==> src/rtl/fd_pkg.sv <==
// Shared definitions for the programmable clock divider: widths, the minimum
// legal divide ratio, the stop-control state encoding and ratio helpers.
// The helpers work on 32-bit values, so CNT_W is limited to 31 bits.
package fd_pkg;

    localparam int CNT_W_DEF = 16;
    localparam int DIV_MIN   = 2;

    typedef enum logic {
        ST_RUN      = 1'b0,
        ST_STOPPING = 1'b1
    } stop_state_e;

    // Ratios below 2 cannot produce a two-phase output; promote them to 2.
    function automatic logic [31:0] clamp_div(input logic [31:0] d);
        return (d < 32'(DIV_MIN)) ? 32'(DIV_MIN) : d;
    endfunction

    // ceil(d/2) evaluated with one guard bit so d at full scale cannot wrap.
    function automatic logic [31:0] half_of(input logic [31:0] d);
        return (d + 32'd1) >> 1;
    endfunction

endpackage

==> src/rtl/fd_div_shadow.sv <==
// Shadow register for the requested divide ratio with a valid/ready load
// handshake. One value is held at a time; the counter pops it on a wrap.
module fd_div_shadow
    import fd_pkg::*;
#(
    parameter int CNT_W = CNT_W_DEF
) (
    input  logic             clk_i,
    input  logic             rst_ni,
    input  logic             load_i,
    input  logic [CNT_W-1:0] div_i,
    input  logic             pop_i,
    output logic             ready_o,
    output logic             pending_o,
    output logic [CNT_W-1:0] div_next_o
);

    logic             pending_q, pending_d;
    logic [CNT_W-1:0] shadow_q, shadow_d;
    logic             accept;

    // A load is only taken while the shadow is empty; later loads are dropped.
    assign accept = load_i && !pending_q;

    // Capture a clamped ratio on accept, release the slot when it is consumed.
    always_comb begin
        pending_d = pending_q;
        shadow_d  = shadow_q;
        if (accept) begin
            pending_d = 1'b1;
            shadow_d  = CNT_W'(clamp_div(32'(div_i)));
        end else if (pop_i) begin
            pending_d = 1'b0;
        end
    end

    // Only the occupancy flag needs reset; the stored ratio is ignored while empty.
    always_ff @(posedge clk_i) begin
        if (!rst_ni) begin
            pending_q <= 1'b0;
        end else begin
            pending_q <= pending_d;
        end
        shadow_q <= shadow_d;
    end

    assign ready_o    = !pending_q;
    assign pending_o  = pending_q;
    assign div_next_o = shadow_q;

endmodule

==> src/rtl/fd_prog_div.sv <==
// Runtime-programmable integer clock divider. Produces a registered divided
// clock (period D, high for floor(D/2) cycles, low for ceil(D/2)) and a
// one-cycle tick on each rising edge. New ratios take effect only at a wrap.
// Optional build macro FDIV_CLEAN_STOP_EN: when enable drops during the high
// phase, the divider runs on until the output falls, so it always parks low.
module fd_prog_div
    import fd_pkg::*;
#(
    parameter int CNT_W   = CNT_W_DEF,
    parameter int DIV_RST = 2
) (
    input  logic             iclk,
    input  logic             irst_n,
    input  logic             ienable,
    input  logic [CNT_W-1:0] idiv,
    input  logic             iload,
    output logic             oready,
    output logic             oclk,
    output logic             otick
);

    localparam logic [CNT_W-1:0] ONE = CNT_W'(1);

    logic [CNT_W-1:0] cnt_q, cnt_d;
    logic [CNT_W-1:0] d_act_q, d_act_d;
    logic             oclk_q, oclk_d;
    logic             otick_q, otick_d;

    logic [CNT_W-1:0] half, hi_len, div_next;
    logic             at_wrap, at_fall, run_en, pop, pending;

    fd_div_shadow #(
        .CNT_W (CNT_W)
    ) u_shadow (
        .clk_i      (iclk),
        .rst_ni     (irst_n),
        .load_i     (iload),
        .div_i      (idiv),
        .pop_i      (pop),
        .ready_o    (oready),
        .pending_o  (pending),
        .div_next_o (div_next)
    );

    // The low phase is the longer half, so the output falls after hi_len counts.
    assign half    = CNT_W'(half_of(32'(d_act_q)));
    assign hi_len  = d_act_q - half;
    assign at_wrap = (cnt_q == d_act_q - ONE);
    assign at_fall = (cnt_q == hi_len - ONE);

`ifdef FDIV_CLEAN_STOP_EN
    stop_state_e state_q, state_d;

    // Keep counting through a disable that lands in the high phase until the fall.
    always_comb begin
        state_d = state_q;
        run_en  = ienable;
        case (state_q)
            ST_RUN: begin
                if (!ienable && oclk_q) begin
                    run_en = 1'b1;
                    if (!at_fall) begin
                        state_d = ST_STOPPING;
                    end
                end
            end
            ST_STOPPING: begin
                run_en = 1'b1;
                if (ienable || at_fall) begin
                    state_d = ST_RUN;
                end
            end
            default: state_d = ST_RUN;
        endcase
    end

    // Stop-control state register.
    always_ff @(posedge iclk) begin
        if (!irst_n) begin
            state_q <= ST_RUN;
        end else begin
            state_q <= state_d;
        end
    end
`else
    assign run_en = ienable;
`endif

    // Counter, phase and tick; a pending ratio is swapped in only at the wrap.
    always_comb begin
        cnt_d   = cnt_q;
        d_act_d = d_act_q;
        oclk_d  = oclk_q;
        otick_d = 1'b0;
        pop     = 1'b0;
        if (run_en) begin
            if (at_wrap) begin
                cnt_d   = '0;
                oclk_d  = 1'b1;
                otick_d = 1'b1;
                pop     = 1'b1;
                if (pending) begin
                    d_act_d = div_next;
                end
            end else begin
                cnt_d = cnt_q + ONE;
                if (at_fall) begin
                    oclk_d = 1'b0;
                end
            end
        end
    end

    // Divider state registers; reset aborts the current period.
    always_ff @(posedge iclk) begin
        if (!irst_n) begin
            cnt_q   <= '0;
            d_act_q <= CNT_W'(DIV_RST);
            oclk_q  <= 1'b0;
            otick_q <= 1'b0;
        end else begin
            cnt_q   <= cnt_d;
            d_act_q <= d_act_d;
            oclk_q  <= oclk_d;
            otick_q <= otick_d;
        end
    end

    assign oclk  = oclk_q;
    assign otick = otick_q;

endmodule

==> config.mk <==
export PLATFORM = sky130hd
export DESIGN_NAME = fd_prog_div
export DESIGN_NICKNAME = d
export VERILOG_FILES = /design/src/rtl/fd_pkg.sv /design/src/rtl/fd_div_shadow.sv /design/src/rtl/fd_prog_div.sv
export SDC_FILE = /design/constraint.sdc
export NUM_CORES = 1
export LEC_CHECK = 0
export BUFFER_PORTS_ARGS = -buffer_cell sky130_fd_sc_hd__buf_2
export CAP_MARGIN = 0
export CORE_MARGIN = 3
export CORE_UTILIZATION = 30
export CTS_BUF_LIST = sky130_fd_sc_hd__clkbuf_16
export CTS_CLUSTER_DIAMETER = 80
export CTS_CLUSTER_SIZE = 12
export DETAILED_ROUTE_END_ITERATION = 6
export SLEW_MARGIN = 20
export SYNTH_ARGS = -nofsm -noshare
export SYNTH_HDL_FRONTEND = slang
export SYNTH_SLANG_ARGS = --single-unit
==> constraint.sdc <==
create_clock -name iclk -period 4.91 [get_ports iclk]
set_input_delay 0.982 -clock iclk [delete_from_list [all_inputs] [get_ports iclk]]
set_output_delay 0.982 -clock iclk [all_outputs]
set_load 0.01 [all_outputs]
* Word-level counts from Yosys, hierarchy flattened
Cells that the tools add are included.
Word-level totals: input port bits 20, logic and storage cells 27, register bits after elaboration 51
Operators by class: reduce and logical (&&, ||, !) cells 6, order comparisons 1, equality and inequality tests 2, multiplexer cells 7, $add $sub $neg 5
Operators by type and width (count):
- 16-bit == test | 2
- 16-bit by 1-bit subtractor with 16-bit output, second input constant | 2
- 16-bit by 1-bit adder with 17-bit output, second input constant | 1
- 16-bit by 1-bit adder with 16-bit output, second input constant | 1
- 16-bit by 2-bit less-than comparator with 1-bit output, second input constant | 1
- 16-bit 2-to-1 mux | 1
- 16-bit subtractor | 1
- 1-bit 2-to-1 mux | 6
- 2-bit nonzero test | 2
- 3-bit AND reduction | 1
- 2-bit AND reduction | 1
- 1-bit logical AND | 1
- 1-bit logical NOT | 1

* Longest topological paths before layout
Gate-level depths: netlist of the first run.
depth in word-level cells 6, depth in mapped cells 14, gate-level depth less buffers 14

* By module
From an unflattened synthesis of the first run, not the netlist that was laid out.
Unflattened totals: cell total of the unflattened synthesis 478, area, all modules 3886.2 um^2
By module, submodules not included:
- fd_prog_div | cells each 436, seq. area each 680.7 um^2, times used 1, area each 3244.4 um^2
- fd_div_shadow | cells each 42, seq. area each 500.5 um^2, times used 1, area each 641.9 um^2

* Worst setup path after synthesis of the first run
No wires, ideal clock.
path type register to register, start point reg d_act_q[0], end point reg oclk_q (netlist: oclk), clock period less this slack 3.570 ns, slack 1.340 ns, data required time 4.771 ns, path buffers 0, cell stages (with the launch flop) 15, data arrival time 3.431 ns, cell sequence dfxtp_1 ha_1 and3_2 nand3_1 nor2_1 and3_1 xnor2_1 ha_1 xor2_1 o22ai_1 nor4_1 o2111ai_1 or4_1 a2111oi_2 a311oi_2
Between the ends: word-level cells in the longest chain between the ends 6, elaborated cells between the ends (all ways) 9, classes of those cells add/sub: 4; eq/ne: 2; mux: 1; reduce/logical: 2
RTL lines:
- start: declaration | line fd_prog_div.sv:25 | logic [CNT_W-1:0] d_act_q, d_act_d;
- start signal: assignment | line fd_prog_div.sv:118 | d_act_q <= CNT_W'(DIV_RST);
- start signal: assignment | line fd_prog_div.sv:123 | d_act_q <= d_act_d;
- 16-bit by 1-bit adder with 17-bit output | line fd_pkg.sv:21 | return (d + 32'd1) >> 1;
- 16-bit subtractor | line fd_prog_div.sv:47 | assign hi_len = d_act_q - half;
- 16-bit by 1-bit subtractor with 16-bit output | line fd_prog_div.sv:49 | assign at_fall = (cnt_q == hi_len - ONE);
- 16-bit == test | line fd_prog_div.sv:49
- 2-bit nonzero test (no line)
- 2-bit AND reduction (no line)
- end signal: assignment | line fd_prog_div.sv:124 | oclk_q <= oclk_d;
- end: declaration | line fd_prog_div.sv:26 | logic oclk_q, oclk_d;
Several ways; a longest one is shown, not always the timed one. A chain may end at the register's enable or synchronous reset.

* Worst setup path in the final report of the first run
start point reg d_act_q[7], end point reg oclk_q (netlist: oclk)
Same word-level chain as after synthesis.

==> impl_metrics.yaml, run 1 <==
die:
  die_y_um: 123.2
  placementRows: 42
  coreArea_um2: 13350
  io_pins: 23
  start_util_pct: 30.86
  dieWidth_um: 123.2
  die_area_um2: 15170
timing:
  layout_setup_ws_ps: 741.4
  skew_ps: 9.452
  setup-violations-final: 0
  slew_headroom_pct: 50.93
  worstMarginPinSlew_ps: 732.7
  hold_violations: 0
  holdWs_ps: 512.9
  max_freq_mhz: 239.9
  fin_crit_ps: 4169
  slew_viol_final: 0
  finalSetupTns_ps: 0
  final_min_period_over_clock_period_pct: 84.90
  rsz0062_at_grt: "false"
cts:
  clk-insertion-delay-late_ps: 300
  cts_tree: "done"
  post-cts-setup-buffers: 0
  cts_made_buffers: 5
  clockBufferDepth: 2
  clockRootBuffer: "clkbuf_16"
  path_clk_slew_ps: 70
  ctsHoldBuffers: 0
  h-tree-depth: 2
  clock_sinks: 51
  cts.repair.resized: 0
finish:
  mostFrequentLayoutCell: "xnor2_1"
  drive_above_1_share_pct: 12.47
  n_antenna_cell: 0
  syn2layout_area_growth_pct: 5.043
  stdcell_count: 625
  nets: 487
  mostFrequentLayoutCells: "xnor2_1, dfxtp_1, xor2_1"
global_routing:
  grt_max_degree: 20
  grt_pass1_vias: 3140
  antenna_found_initial: 0
  grt_first_pass_wirelength_um: 16280
  grt-ovfl-total: 0
  globalRouteTotalUtil_pct: 13.52
place:
  place_ws_ps: 820.3
  globalplace.congestion: 0.8703
  dp_hpwl_um: 7694
  dp.cells: 617
  port_buffers: 22
critical_path:
  crit_type: "reg -> reg"
  r2r_cells: 12
  crit_path_end_kind: "register"
  start_kind: "register"
  worstPathArrival_ps: 4340
  crit_fanout: 12
  critical_path_required_ps: 5080
pwr:
  power.density_nw_per_um2: 281.7
  irDropWorstVdd_v: 0.0001560
  leakage_uw: 0.001477
  power_uw: 1219
drt:
  drc: 0
  drtIter0Drc: 176
  wire_per_inst_um: 16.00
  firstDrtPassIters: 5
  dr_total_vias: 3367
  drt_wl_total_um: 10000
  vias_per_cell: 5.387
  ant_nets: 0
yosys:
  ys.flop_type: "dfxtp_1"
  yosysSeqAreaShare_pct: 28.68
  synth_edf_count: 16
  synth_cell_type_count: 73
  ys_warn_count: 0
  synth_seq_cells: 51
  syn_nets: 505
  netlist_instances: 466
  syn_area_per_cell_um2: 8.839
  synth.cell_area_um2: 4119
  synthArstFlopShare_pct: 0
hold_path:
  min_path_type: "reg -> reg"
  hold_depth: 2
flow_run:
  drv_cap: 0
run_status:
  status: "completed"
cells in the mapped netlist (all sizes together), types with 4 or more instances:
master    n  area, µm²
nor4      7      50.05
inv      10      37.54
nand3    14      70.07
and3     14      88.84
mux2i     5      50.05
nand4    27      175.2
o31ai    15      157.7
nor3b     5      47.54
a21oi    30      150.1
nor2     29      108.9
and4      4      35.03
ha       19      237.7
edfxtp   16      480.5
o2111ai   4      52.56
dfxtp    35      700.7
xor2     31      271.5
nand2b    9      56.30
xnor2    36      315.3
nand2    24      90.09
clkbuf   27      101.4
buf      20      168.9
o21ai    12      71.32
nor2b     4      25.02
o211ai    7      52.55
nor3     12      70.07
o22ai     4      25.02
cell type report:
class	count	area, µm²
clock buffers	5	125.1
clock inverters	3	20.02
fillers	1423	9021
inverters	12	45.04
multi-input cells	356	2625
flip-flops and latches	51	1181
well taps	176	220.2
repair buffers	22	110.1
layer usage:
layer	part of all wire [%]	up-vias	global-route usage [%]
met5	0	-	0
met4	3.1	0	4.429
met3	4.7	19	2.333
met2	46	98	21.81
met1	46	1585	18.33
li1	-	1665	-
through the flow:
step / util, % / area (µm²)
finish: 32.41 / 4327
global route: 32.41 / 4327
floorplan: - / 4119
CTS: 32.41 / 4327
global placement: 31.31 / 4179
detailed placement: 31.33 / 4182
registers in the layout, summed over array words and instances (netlist names):
signal and count:
cnt_q 16, d_act_q 16, u_shadow.div_next_o 16, oclk 1, otick 1, u_shadow.pending_o 1
where the power goes:
part | internal [µW] | leakage [µW] | switching [µW]
Sequential | 453 | 0.000435 | 23.1
Clock | 189 | 0.0000716 | 163
Combinational | 151 | 0.000970 | 239
final timing paths:
kind | from | end | slack [ps]
max | d_act_q[7] | oclk | 740
min | d_act_q[15] | d_act_q[15] | 510
max reg2reg | d_act_q[7] | oclk | 740
min reg2reg | d_act_q[15] | d_act_q[15] | 510
worst max-delay path, cell delays in order (launching register included):
cell	delay, ps
dfxtp_1	670
and4_1	340
and3_1	220
and3_1	210
xnor2_1	80
ha_1	380
a21oi_1	350
o22ai_1	150
nor4_1	400
o2111ai_1	170
or4_1	550
a2111oi_2	370
a311oi_2	140
cell families (layout without fill, tap and decap cells):
family          Yosys count  in the layout  share of synthesized area (%)
buf+inv                  59             42                          7.655
mux                       5              5                          1.215
simple gates            162            162                          22.21
xor+xnor                 67             67                          14.25
fa+ha+maj                19             19                          5.772
compound gates          103            103                          20.23
flops                    51             51                          28.68
Note: power is estimated with default switching activity, not from simulation.
==> run 2, diff against run 1 <==
- clock period: 4.91 -> 4.1 ns (I/O delays scaled with it)
==> run 2 against run 1 <==
- via count is 2.7% higher
- combinational power is 24% higher
- count of clock-buffer cells in the layout stayed put
- clock power is 22% higher
- critical path depth is 2 higher
- worst setup slack worse by 450 ps
- sequential share of layout area is 0.85 points lower
- fmax is 9.4% higher
- critical endpoint unchanged
==> impl_metrics.yaml, run 2 (synthesis results as in run 1) <==
run_status:
  status: "completed"
die:
  die_area_um2: 15170
  io_pins: 23
  coreArea_um2: 13350
  start_util_pct: 30.86
  die_y_um: 123.2
  dieWidth_um: 123.2
  placementRows: 42
cts:
  post-cts-setup-buffers: 0
  h-tree-depth: 2
  cts_made_buffers: 5
  path_clk_slew_ps: 70
  clockRootBuffer: "clkbuf_16"
  cts.repair.resized: 0
  clk-insertion-delay-late_ps: 290
  clock_sinks: 51
  ctsHoldBuffers: 0
  clockBufferDepth: 2
  cts_tree: "done"
place:
  port_buffers: 22
  dp.cells: 633
  dp_hpwl_um: 8023
  globalplace.congestion: 0.9039
  place_area_um2: 4302
critical_path:
  critPathMaxStageDelay_ps: 530
  crit_chain: "ha_2 > and3_2 > nand3_1 > nor2_1 > and3_1 > xnor2_1 > ha_2 > xor2_2 > and3_1 > a311oi_1 > o2111ai_1 > or4_1 > a2111oi_2 > a311oi_2"
  cpLargestDelayFamily: "simple AND/OR/NAND/NOR gates"
  worst-path-buf-inv: 0
  crit_fanout: 6
  r2r_slack_ps: 290
  worstPathArrival_ps: 3980
  start_kind: "register"
  crit_slowest_cell: "or4_1"
  crit_path_end_kind: "register"
  crit_type: "reg -> reg"
  critical_path_required_ps: 4270
pwr:
  leakage_uw: 0.001565
  power.density_nw_per_um2: 330.6
  irDropWorstVdd_v: 0.0002345
global_routing:
  globalRouteTotalUtil_pct: 13.60
  grt_first_pass_wirelength_um: 16280
  grt_pass1_vias: 3162
  grt-ovfl-total: 0
  antenna_found_initial: 0
  grt_max_degree: 20
finish:
  mostFrequentLayoutCell: "xnor2_1"
  drive_above_1_share_pct: 16.56
  n_antenna_cell: 0
  mostFrequentLayoutCells: "xnor2_1, dfxtp_1, xor2_1"
  design_area_um2: 4466
  syn2layout_area_growth_pct: 8.414
  stdcell_count: 641
  nets: 503
timing:
  max_freq_mhz: 262.5
  skew_ps: 6.939
  slew_viol_final: 0
  final_min_period_over_clock_period_pct: 92.92
  hold_violations: 0
  fin_crit_ps: 3810
  finalSetupTns_ps: 0
  rsz0062_at_grt: "false"
  worstMarginPinSlew_ps: 729.0
  slew_headroom_pct: 51.18
  setup-violations-final: 0
drt:
  drt_wl_total_um: 10270
  drc: 0
  firstDrtPassIters: 5
  vias_per_cell: 5.393
  drtIter0Drc: 239
  wire_per_inst_um: 16.02
  ant_nets: 0
  dr_total_vias: 3457
flow_run:
  drv_cap: 0
hold_path:
  min_path_type: "reg -> reg"
[run 2: worst reg2reg max path, cell delays in order, from the launching register on]
cell	delay (ps)
dfxtp_1	440
ha_2	280
and3_2	220
nand3_1	170
nor2_1	160
and3_1	190
xnor2_1	120
ha_2	340
xor2_2	180
and3_1	200
a311oi_1	220
o2111ai_1	130
or4_1	530
a2111oi_2	370
a311oi_2	140
[run 2: cell type report]
class,instances,area (µm²)
well taps,176,220.2
fillers,1399,8882
clock buffers,5,125.1
repair buffers,38,230.2
clock inverters,3,22.52
flip-flops and latches,51,1181
inverters,12,45.04
multi-input cells,356,2641
[run 2: metal layers]
layer	wire length, µm	up-vias	track usage, %
met5	0	-	0
met4	250	0	4.913
met3	515	18	2.104
met2	4719	108	22.09
met1	4783	1635	18.31
li1	-	1696	-
[run 2: stage by stage]
step	util, %	total power, µW	setup WS, ps	hold slack [ps]
finish	33.46	1476	290.4	543.0
global route	33.46	1556	5.485	569.9
detailed placement	32.23	1053	207.9	530.7
CTS	33.33	1486	183.4	540.0
global placement	32.21	1051	260.4	512.4
floorplan	-	980.3	529.5	469.6
[run 2: final timing paths]
| kind | from | to | depth (start not counted) |
|---|---|---|---|
| setup / recovery | d_act_q[1] | oclk | 14 |
| hold / removal | d_act_q[15] | d_act_q[15] | 2 |
| setup reg to reg | d_act_q[1] | oclk | 14 |
| hold reg to reg | d_act_q[15] | d_act_q[15] | 2 |
[run 2: report_power, final]
group | internal [µW] | switching, µW | leakage [µW]
clock | 230 | 199 | 0.0000746
sequential | 543 | 18.9 | 0.000435
combinational | 191 | 294 | 0.00106
total | 964 | 512 | 0.00157
==> run 3, diff against run 2 <==
- ABC_AREA: default -> 1
- CAP_MARGIN: 0 -> default
==> run 3 against run 2 <==
- via count up 18%
- routed wire length up 0.71%
- largest power group is now combinational logic
- sequential share of layout area down 2.0 points
- cell count up 43%
==> impl_metrics.yaml, run 3 <==
die:
  coreArea_um2: 14640
  placementRows: 44
  die_area_um2: 16550
  io_pins: 23
  start_util_pct: 30.81
  dieWidth_um: 128.6
  die_y_um: 128.6
critical_path:
  worstPathArrival_ps: 3460
  start_kind: "register"
  r2r_slack_ps: 820
  critical_path_required_ps: 4280
  crit_fanout: 6
  crit_path_end_kind: "register"
  crit_type: "reg -> reg"
hold_path:
  min_path_type: "reg -> reg"
yosys:
  synth_cell_type_count: 36
  synth_seq_cells: 51
  ys_top_cells_by_count: "nand2_1, inv_1, nor2_1"
  ys_warn_count: 0
  synth_top_cell_by_area: "nand2_1"
  yosysSeqAreaShare_pct: 26.18
  synthArstFlopShare_pct: 0
  synth.cell_area_um2: 4512
  yosys-top-cells-area: "nand2_1, dfxtp_1, edfxtp_1, inv_1, nor2_1"
  synth_edf_count: 16
  syn_nets: 775
  post-synth-top-count-cell: "nand2_1"
  syn_area_per_cell_um2: 6.130
  synth_top_area_share_pct: 18.72
  netlist_instances: 736
  ys.flop_type: "dfxtp_1"
finish:
  design_area_um2: 4827
  multi_input_area_um2: 2703
  nFillCells: 1636
  stdcell_count: 917
  syn2layout_area_growth_pct: 6.988
  mostFrequentLayoutCells: "nand2_1, inv_1, nor2_1"
  n_antenna_cell: 0
  nets: 771
  ff_latch_area_um2: 1181
  drive_above_1_share_pct: 9.004
  mostFrequentLayoutCell: "nand2_1"
timing:
  rsz0062_at_grt: "false"
  slew_viol_final: 0
  worstMarginPinSlew_ps: 726.7
  final_min_period_over_clock_period_pct: 80.08
  finalSetupTns_ps: 0
  setup-violations-final: 0
  skew_ps: 3.512
  hold_violations: 0
  max_freq_mhz: 304.6
  slew_headroom_pct: 51.50
  fin_crit_ps: 3283
  holdWs_ps: 544.5
global_routing:
  antenna_found_initial: 0
  globalRouteTotalUtil_pct: 13.07
  grt_pass1_vias: 3997
  grt_max_degree: 23
  grt_first_pass_wirelength_um: 18170
  grt-ovfl-total: 0
cts:
  clockRootBuffer: "clkbuf_16"
  cts_made_buffers: 5
  cts.repair.resized: 0
  h-tree-depth: 2
  ctsHoldBuffers: 0
  clockBufferDepth: 2
  path_clk_slew_ps: 60
  cts_tree: "done"
  post-cts-setup-buffers: 0
  clk-insertion-delay-late_ps: 280
  clock_sinks: 51
flow_run:
  drv_cap: 0
place:
  port_buffers: 22
  dp.cells: 909
  globalplace.congestion: 0.8824
  place_area_um2: 4690
  dp_hpwl_um: 8571
drt:
  ant_nets: 0
  vias_per_cell: 4.432
  drc: 0
  wire_per_inst_um: 11.28
  drt_wl_total_um: 10340
  dr_total_vias: 4064
  firstDrtPassIters: 4
  drtIter0Drc: 270
pwr:
  irDropWorstVdd_v: 0.0002817
  power_uw: 2202
  p_int_uw: 1200
  clock_power_share_pct: 17.9
  power.density_nw_per_um2: 456.2
  power_frac_comb_pct: 53.8
  leakage_uw: 0.002453
  switching_share_pct: 45.49
  p_switching_uw: 1002
  seq_power_share_pct: 28.2
run_status:
  status: "completed"
[run 3: changes by cell type in the layout (fill, tap and decap cells not counted), sizes merged, moves of 9 or more]
cell,before,now
nor2,29,108
xnor2,36,11
o31ai,15,0
nand2b,9,0
nand2,24,232
a21oi,30,13
and3,14,0
nand3,14,62
buf,38,23
inv,12,123
[run 3: layout make-up]
type	count	area share, %
Inverter	122	9.487
Clock buffer	5	2.592
Clock inverter	3	0.2592
Timing Repair Buffer	23	2.436
Sequential cell	51	24.47
Tap cell	184	4.769
Multi-Input combinational cell	529	55.99
[run 3: power groups by stage]
stage	registers (µW)	logic [µW]	clock network, µW
floorplan	598	993	0
global placement	631	1180	0
detailed placement	632	1180	0
CTS	621	1190	403
global route	628	1380	427
finish	621	1190	395
[run 3: final timing paths]
path                            startpoint   end  depth (start not counted)
worst min-delay path                  oclk  oclk                          4
worst max-delay path            d_act_q[1]  oclk                         20
worst max register to register  d_act_q[1]  oclk                         20
worst min register to register        oclk  oclk                          4
[run 3: critical path: stages, from the launching register on]
cell,delay (ps)
dfxtp_1,470
ha_1,300
nand2_1,70
nor2_1,210
nand2_1,150
nor3_1,270
nand4_1,160
xor2_1,170
ha_1,390
nand2_1,70
nor2_1,110
and2_1,130
nand2_1,60
nand2_1,70
nand2_1,40
nand2_1,60
inv_1,40
nor3_1,230
nand2_1,100
nand2_1,60
nand2_1,40
[run 3: metrics by stage]
stage | util [%] | setup slack, ps
2_1_floorplan | - | 1251
3_5_place_dp | 32.02 | 791.1
3_3_place_gp | 32.01 | 780.5
5_1_grt | 32.96 | 380.9
4_1_cts | 32.96 | 768.9
6_report | 32.96 | 816.7
[run 3: kinds of logic after synthesis]
kind of cell / synth area share (%)
and+or+nand+nor: 44.70
buffers and inverters: 13.98
DFF: 26.18
xor gates and xnor gates: 7.182
AOI/OAI and AO/OA: 2.690
adders and majority gates: 5.269
[run 3: metal layers]
layer	up-vias	share of wire [%]	track usage, %
met5	-	0	0
met4	0	1.3	3.274
met3	12	1.8	1.328
met2	42	45	22.34
met1	1747	51	17.72
li1	2263	-	-
